==> config.mk <==
export PLATFORM = sky130hd
export DESIGN_NAME = io_input_capture
export DESIGN_NICKNAME = d
export VERILOG_FILES = /design/src/rtl/io_input_capture.sv
export SDC_FILE = /design/constraint.sdc
export NUM_CORES = 1
export LEC_CHECK = 0
export CAP_MARGIN = 10
export CORE_MARGIN = 5
export CORE_UTILIZATION = 60
export DETAILED_ROUTE_END_ITERATION = 7
export GPL_TIMING_DRIVEN = 0
export PLACE_DENSITY = 0.84
export SYNTH_ARGS = -nofsm -noshare
export SYNTH_HDL_FRONTEND = slang
export SYNTH_SLANG_ARGS = --single-unit
==> constraint.sdc <==
create_clock -name IO_Clock -period 5 [get_ports IO_Clock]
set_input_delay 0.75 -clock IO_Clock [delete_from_list [all_inputs] [get_ports IO_Clock]]
set_output_delay 0.75 -clock IO_Clock [all_outputs]
set_load 0.03 [all_outputs]
==> src/rtl/io_input_capture.sv <==
// -----------------------------------------------------------------------------
// io_input_capture
//
// I/O-side producer for the processor's read-only input registers. Raw pins
// are synchronized and debounced as one vector. Each newly accepted stable
// value is written once to the clock-domain-crossing register, using its busy
// handshake. A value that becomes stable while an earlier one is still
// waiting replaces it, so the newest stable value is always the one written.
//
// Parameters
//   DATA_WIDTH       width of the pin vector and of the write data
//   RESET_VALUE      reset value of the synchronizer and of the stable value
//                    (must match the downstream register's reset value)
//   SYNC_STAGES      synchronizer depth (>= 2)
//   DEBOUNCE_CYCLES  cycles the synchronized input must hold (>= 2)
//
// Ports
//   IO_Clock    in   I/O clock
//   IO_Reset    in   asynchronous active-low reset
//   Pin_In      in   raw asynchronous input pins
//   IO_WrData   out  write data, held from the strobe until the next write
//   IO_WrEn     out  one-cycle write strobe
//   IO_Busy     in   crossing busy; no write is started while high
//   Drop_Count  out  saturating count of coalesced (overwritten) updates
//
// Build option
//   IO_INPUT_CAPTURE_DROP_COUNT_EN  when defined, Drop_Count is implemented;
//                                   otherwise it is tied to zero.
// -----------------------------------------------------------------------------
module io_input_capture #(
    parameter int                    DATA_WIDTH      = 32,
    parameter logic [DATA_WIDTH-1:0] RESET_VALUE     = '0,
    parameter int                    SYNC_STAGES     = 2,
    parameter int                    DEBOUNCE_CYCLES = 1000
) (
    input  logic                  IO_Clock,
    input  logic                  IO_Reset,
    input  logic [DATA_WIDTH-1:0] Pin_In,
    output logic [DATA_WIDTH-1:0] IO_WrData,
    output logic                  IO_WrEn,
    input  logic                  IO_Busy,
    output logic [7:0]            Drop_Count
);

    localparam int               CNT_W   = $clog2(DEBOUNCE_CYCLES);
    localparam logic [CNT_W-1:0] CNT_MAX = CNT_W'(DEBOUNCE_CYCLES - 1);

    typedef enum logic [1:0] {
        ST_IDLE      = 2'd0,
        ST_WRITE     = 2'd1,
        ST_WAIT_ACK  = 2'd2,
        ST_WAIT_DONE = 2'd3
    } state_t;

    function automatic logic [CNT_W-1:0] sat_inc_cnt(input logic [CNT_W-1:0] v);
        return (v == CNT_MAX) ? v : v + CNT_W'(1);
    endfunction

    function automatic logic [7:0] sat_inc8(input logic [7:0] v);
        return (v == 8'hFF) ? v : v + 8'd1;
    endfunction

    logic [DATA_WIDTH-1:0] sync_p [SYNC_STAGES];
    logic [DATA_WIDTH-1:0] sync;
    logic [DATA_WIDTH-1:0] candidate;
    logic [DATA_WIDTH-1:0] stable;
    logic [DATA_WIDTH-1:0] latch;
    logic [DATA_WIDTH-1:0] wr_data_q;
    logic [CNT_W-1:0]      deb_cnt;
    logic                  pending;
    logic                  stable_upd;
    logic                  start_wr;
    logic                  wr_en_q;
    logic                  wr_en_nxt;
    state_t                state;
    state_t                state_nxt;

    // Synchronizer: stage 0 samples the pins, the last stage feeds debounce.
    always_ff @(posedge IO_Clock or negedge IO_Reset) begin
        if (!IO_Reset) begin
            for (int i = 0; i < SYNC_STAGES; i++) begin
                sync_p[i] <= RESET_VALUE;
            end
        end else begin
            sync_p[0] <= Pin_In;
            for (int i = 1; i < SYNC_STAGES; i++) begin
                sync_p[i] <= sync_p[i-1];
            end
        end
    end

    assign sync = sync_p[SYNC_STAGES-1];

    // Debounce: any change of the whole vector restarts the hold count. The
    // acceptance test uses the pre-edge counter, so it is independent of
    // whether sync changes on the same edge.
    assign stable_upd = (deb_cnt == CNT_MAX) && (candidate != stable);

    always_ff @(posedge IO_Clock or negedge IO_Reset) begin
        if (!IO_Reset) begin
            candidate <= RESET_VALUE;
            deb_cnt   <= '0;
            stable    <= RESET_VALUE;
        end else begin
            if (sync != candidate) begin
                candidate <= sync;
                deb_cnt   <= '0;
            end else begin
                deb_cnt <= sat_inc_cnt(deb_cnt);
            end
            if (stable_upd) begin
                stable <= candidate;
            end
        end
    end

    // Pending write slot. A new stable value always wins over clearing, so an
    // update landing on the same edge as a write start stays queued.
    assign start_wr = (state == ST_IDLE) && pending && !IO_Busy;

    always_ff @(posedge IO_Clock or negedge IO_Reset) begin
        if (!IO_Reset) begin
            pending <= 1'b0;
        end else if (stable_upd) begin
            pending <= 1'b1;
        end else if (start_wr) begin
            pending <= 1'b0;
        end
    end

    // Only meaningful while pending is set, so it needs no reset.
    always_ff @(posedge IO_Clock) begin
        if (stable_upd) begin
            latch <= candidate;
        end
    end

    // Write FSM: state register.
    always_ff @(posedge IO_Clock or negedge IO_Reset) begin
        if (!IO_Reset) begin
            state <= ST_IDLE;
        end else begin
            state <= state_nxt;
        end
    end

    // Write FSM: next state.
    always_comb begin
        state_nxt = state;
        case (state)
            ST_IDLE:      if (start_wr) state_nxt = ST_WRITE;
            ST_WRITE:     state_nxt = ST_WAIT_ACK;
            ST_WAIT_ACK:  if (IO_Busy) state_nxt = ST_WAIT_DONE;
            ST_WAIT_DONE: if (!IO_Busy) state_nxt = ST_IDLE;
            default:      state_nxt = ST_IDLE;
        endcase
    end

    // Write FSM: outputs, registered so the strobe is glitch-free and aligned
    // exactly with the WRITE state.
    always_comb begin
        wr_en_nxt = (state_nxt == ST_WRITE);
    end

    always_ff @(posedge IO_Clock or negedge IO_Reset) begin
        if (!IO_Reset) begin
            wr_en_q   <= 1'b0;
            wr_data_q <= RESET_VALUE;
        end else begin
            wr_en_q <= wr_en_nxt;
            if (start_wr) begin
                wr_data_q <= latch;
            end
        end
    end

    assign IO_WrEn   = wr_en_q;
    assign IO_WrData = wr_data_q;

`ifdef IO_INPUT_CAPTURE_DROP_COUNT_EN
    // A drop is an overwrite of a value that will never be written; the
    // same-edge write start case still writes the old value, so no drop.
    logic [7:0] drop_cnt;

    always_ff @(posedge IO_Clock or negedge IO_Reset) begin
        if (!IO_Reset) begin
            drop_cnt <= 8'd0;
        end else if (stable_upd && pending && !start_wr) begin
            drop_cnt <= sat_inc8(drop_cnt);
        end
    end

    assign Drop_Count = drop_cnt;
`else
    assign Drop_Count = 8'd0;
`endif

endmodule
Word level (Yosys, flattened, before mapping)
Cells that the tools add are included.
Widths: inputs -> output; s select.
{"block": "op_classes", "n_addsub": 1, "eq_ne": 8, "n_mux": 8, "reduce_logical": 6}
{"cell": "$ne 32x32->1", "n": 2}
{"cell": "$mux 10", "n": 2}
{"cell": "$add 10x1->10 const B", "n": 1}
{"cell": "$eq 10x10->1 const B", "n": 1}
{"cell": "$pmux 2 s4", "n": 1}
{"cell": "$mux 2", "n": 3}
{"cell": "$eq 2x1->1 const B", "n": 2}
{"cell": "$eq 2x2->1 const B", "n": 2}
{"cell": "$logic_and 1x1->1", "n": 3}
{"cell": "$logic_not 2->1", "n": 1}
{"cell": "$mux 1", "n": 2}
{"cell": "$ne 2x2->1 const B", "n": 1}
{"cell": "$reduce_bool 2->1", "n": 1}
{"cell": "$logic_not 1->1", "n": 1}
{"block": "totals", "ff_bits": 206}

Longest topological paths before layout
{"block": "logic_depth", "ltp_word": 6, "mapped_depth": 6, "depth_no_buf": 6}

Worst setup path before layout
OpenSTA, ideal clock, no wires.
{"block": "synth_path", "path_kind": "input -> register", "startpoint": "input port IO_Busy", "endpoint": "register wr_data_q[10], in the netlist IO_WrData[10]", "arrival_ns": 1.839, "path_slack_ns": 3.036, "stages": 3, "path_buffers": 1, "path_cell_list": "nor4b_2 -> buf_2 -> mux2_2"}
{"block": "synth_via", "elab_chain_len": 2}
{"element": "start: declaration", "line": "41", "text": "input logic IO_Busy,"}
{"element": "$logic_not 1->1"}
{"element": "$logic_and 1x1->1", "line": "119", "text": "assign start_wr = (state == ST_IDLE) && pending && !IO_Busy;"}
{"element": "end signal: assignment", "line": "172", "text": "wr_data_q <= latch;"}
{"element": "end: declaration", "line": "68", "text": "logic [DATA_WIDTH-1:0] wr_data_q;"}
No other way between the ends.
A chain may end at the register's enable or synchronous reset.

Worst setup path in the final report
{"block": "layout_path", "startpoint": "input port IO_Busy", "endpoint": "register wr_data_q[11], in the netlist IO_WrData[11]"}
The elaborated chain is that of the path after synthesis.

==> results_dict.tcl <==
set metrics [dict create \
    status "completed" \
    diodes 0 \
    route.vias.total 3704 \
    rsz0062_at_grt "no" \
    drive_gt1_frac 0.2068 \
    finalCritPeriodShare 0.4971 \
    clock_latency_ns 0.48 \
    route.detailed.drc 0 \
    dieArea_um2 14590 \
    core_area_um2 12010 \
    wirelength_um 12970 \
    cts_num_sinks 206 \
    die_height_um 120.8 \
    synth.largest_area_cell "dfrtp_1" \
    syn_area_um2 7363 \
    clock_path_buffers 3 \
    hold_viol 0 \
    maxCapViolations 0 \
    rows 40 \
    r2r_setup_slack_ns 2.71 \
    netlist_instances 449 \
    root_buffer "clkbuf_16" \
    cts_resized 0 \
    dpl.hpwl_um 8578 \
    arrival_ns 2.84 \
    grt_pass1_wl_um 22090 \
    synth_seq_cells 206 \
    worst_pin_slew_ns 0.8951 \
    ir_drop_mv 0.3474 \
    initial_core_util 0.6130 \
    hold_path.class "input pin to async pin" \
    synth_top_area_frac 0.5913 \
    clkSlewWorstSetupHoldPaths_ns 0.06 \
    fmax_ghz 0.4023 \
    yosysWarnings 0 \
    seq_area_frac_synth 0.7218 \
    h-tree-depth 1 \
    top_usage_layer "met2" \
    cts_tree "built" \
    layout_commonest_cell "dfrtp_1" \
    drt_iter0_drc 140 \
    grt_pass1_vias 4206 \
    final_util 0.7398 \
    die_w_um 120.8 \
    p_leak_nw 3.799 \
    use_met1 0.2496 \
    yosys-top-cells-area "dfrtp_1 59%, edfxtp_1 13%, xnor2_1 8.0%" \
    syn_area_per_cell_um2 16.40 \
    endpoint_kind "register" \
    timing.hold.ws_ns 0.2247 \
    grt_max_degree 104 \
    syn_to_final_growth_pct 20.68 \
    setup_viol 0 \
    grt_use_met3 0.03789 \
    gr-usage-met2 0.3297 \
    startpoint_type "input pin" \
    fin_skew_ns 0.007183 \
    ios 76 \
    holdBufCountCts 0 \
    io_buffers 67 \
    drtPass1Iterations 4 \
    place.gp.congestion 0.7868 \
    routed_via_density 5.232 \
    ant_nets 0 \
    layout_common_cells "174 x dfrtp_1, 67 x xnor2_1, 66 x clkdlybuf4s50_1" \
    grt_usage 0.1948 \
    gr-total-overflow 0 \
    post_cts.repair.setup_buffers 0 \
    powerDensity_nw_per_um2 370.8 \
    max-slew-margin-rel 0.4017 \
    antenna_found_initial 0 \
    slew_viol_final 0 \
    wire_per_inst_um 18.31 \
    nNetsFinal 583 \
    ys_types 30 \
    required_ns 5.36 \
    critPathMaxFanout 10 \
    cts_made_buffers 21 \
    finalCriticalPeriod_ns 2.486 \
    crit_type "input pin to register" \
]
[sequential cells by signal, summed over array words and instances (netlist names)]
name       flops
IO_WrData     32
IO_WrEn        1
candidate     32
deb_cnt       10
latch         32
pending        1
stable        32
state          2
sync          32
sync_p        32
[report_power, final]
| part | internal (mW) | switching (mW) | total [mW] | leakage [nW] |
|---|---|---|---|---|
| logic | 0.0652 | 0.0618 | 0.127 | 1.01 |
| registers | 1.75 | 0.0423 | 1.79 | 2.49 |
| clock network | 0.787 | 0.590 | 1.38 | 0.296 |
[final cells by class]
cell class | count | area, um^2
flip-flops and latches | 206 | 5315
fillers | 741 | 3126
multi-input cells | 203 | 1842
repair buffers | 68 | 703.2
clock buffers | 27 | 558.0
plain buffers | 46 | 229.0
well taps | 147 | 183.9
clock inverters | 10 | 51.30
inverters | 1 | 3.754
[stage by stage]
stage          area [um^2]  setup TNS (ns)  std cells  total power [mW]  worst slack, ns
6_report              8886               0        708             3.295            2.514
5_1_grt               8886               0        708             3.431            2.392
4_1_cts               8886               0        708             3.331            2.497
3_5_place_dp          8277               0        671             1.952            2.016
3_3_place_gp          8244         -591.37        670             1.941           -3.406
2_1_floorplan         7390               0        456             1.871            3.036
[routing by layer]
layer  wire (um)  vias up
li1            -     1680
met1        5224     1889
met2        6578       96
met3         602       39
met4         560        0
met5           0        -
[final timing paths]
kind | startpoint | end | cells past startpoint
worst max-delay path | IO_Busy | IO_WrData[11] | 4
worst min-delay path | IO_Reset | sync_p[53] | 1
worst max register to register | deb_cnt[0] | stable[24] | 6
worst min register to register | sync_p[47] | sync[15] | 0
max in group asynchronous | IO_Reset | IO_WrData[4] | 2
min in group IO_Clock | sync_p[47] | sync[15] | 0
[synthesized netlist by cell type (all sizes together)]
| library cell | instances |
|---|---|
| nand3 | 2 |
| mux2i | 1 |
| nor2 | 15 |
| xor2 | 4 |
| and4 | 2 |
| nand2 | 9 |
| nor4 | 4 |
| mux2 | 64 |
| and3 | 2 |
| edfxtp | 32 |
| a21oi | 2 |
| clkbuf | 32 |
| inv | 1 |
| nand4 | 18 |
| conb | 1 |
| xnor2 | 67 |
| nor4b | 1 |
| ha | 1 |
| a21o | 1 |
| a211oi | 1 |
| buf | 14 |
| and2 | 1 |
| dfrtp | 174 |
[critical path, cell delays in order]
cell	delay, ns
clkdlybuf4s50_1	0.45
nor4b_2	0.76
buf_2	0.48
mux2_2	0.39
[cells by family (layout without fill, tap and decap cells)]
family                     Yosys count  count (layout)  synth area share
and+or+nand+nor                     54              54           0.04350
other                                1               8         0.0005093
adders and majority gates            1               1          0.001699
buffers and inverters               47             152           0.03161
muxes                               65              65            0.1125
xor gates and xnor gates            71              71           0.08445
DFF                                206             206            0.7218
AOI/OAI and AO/OA                    4               4          0.003909
(Power assumes the default switching activity.)
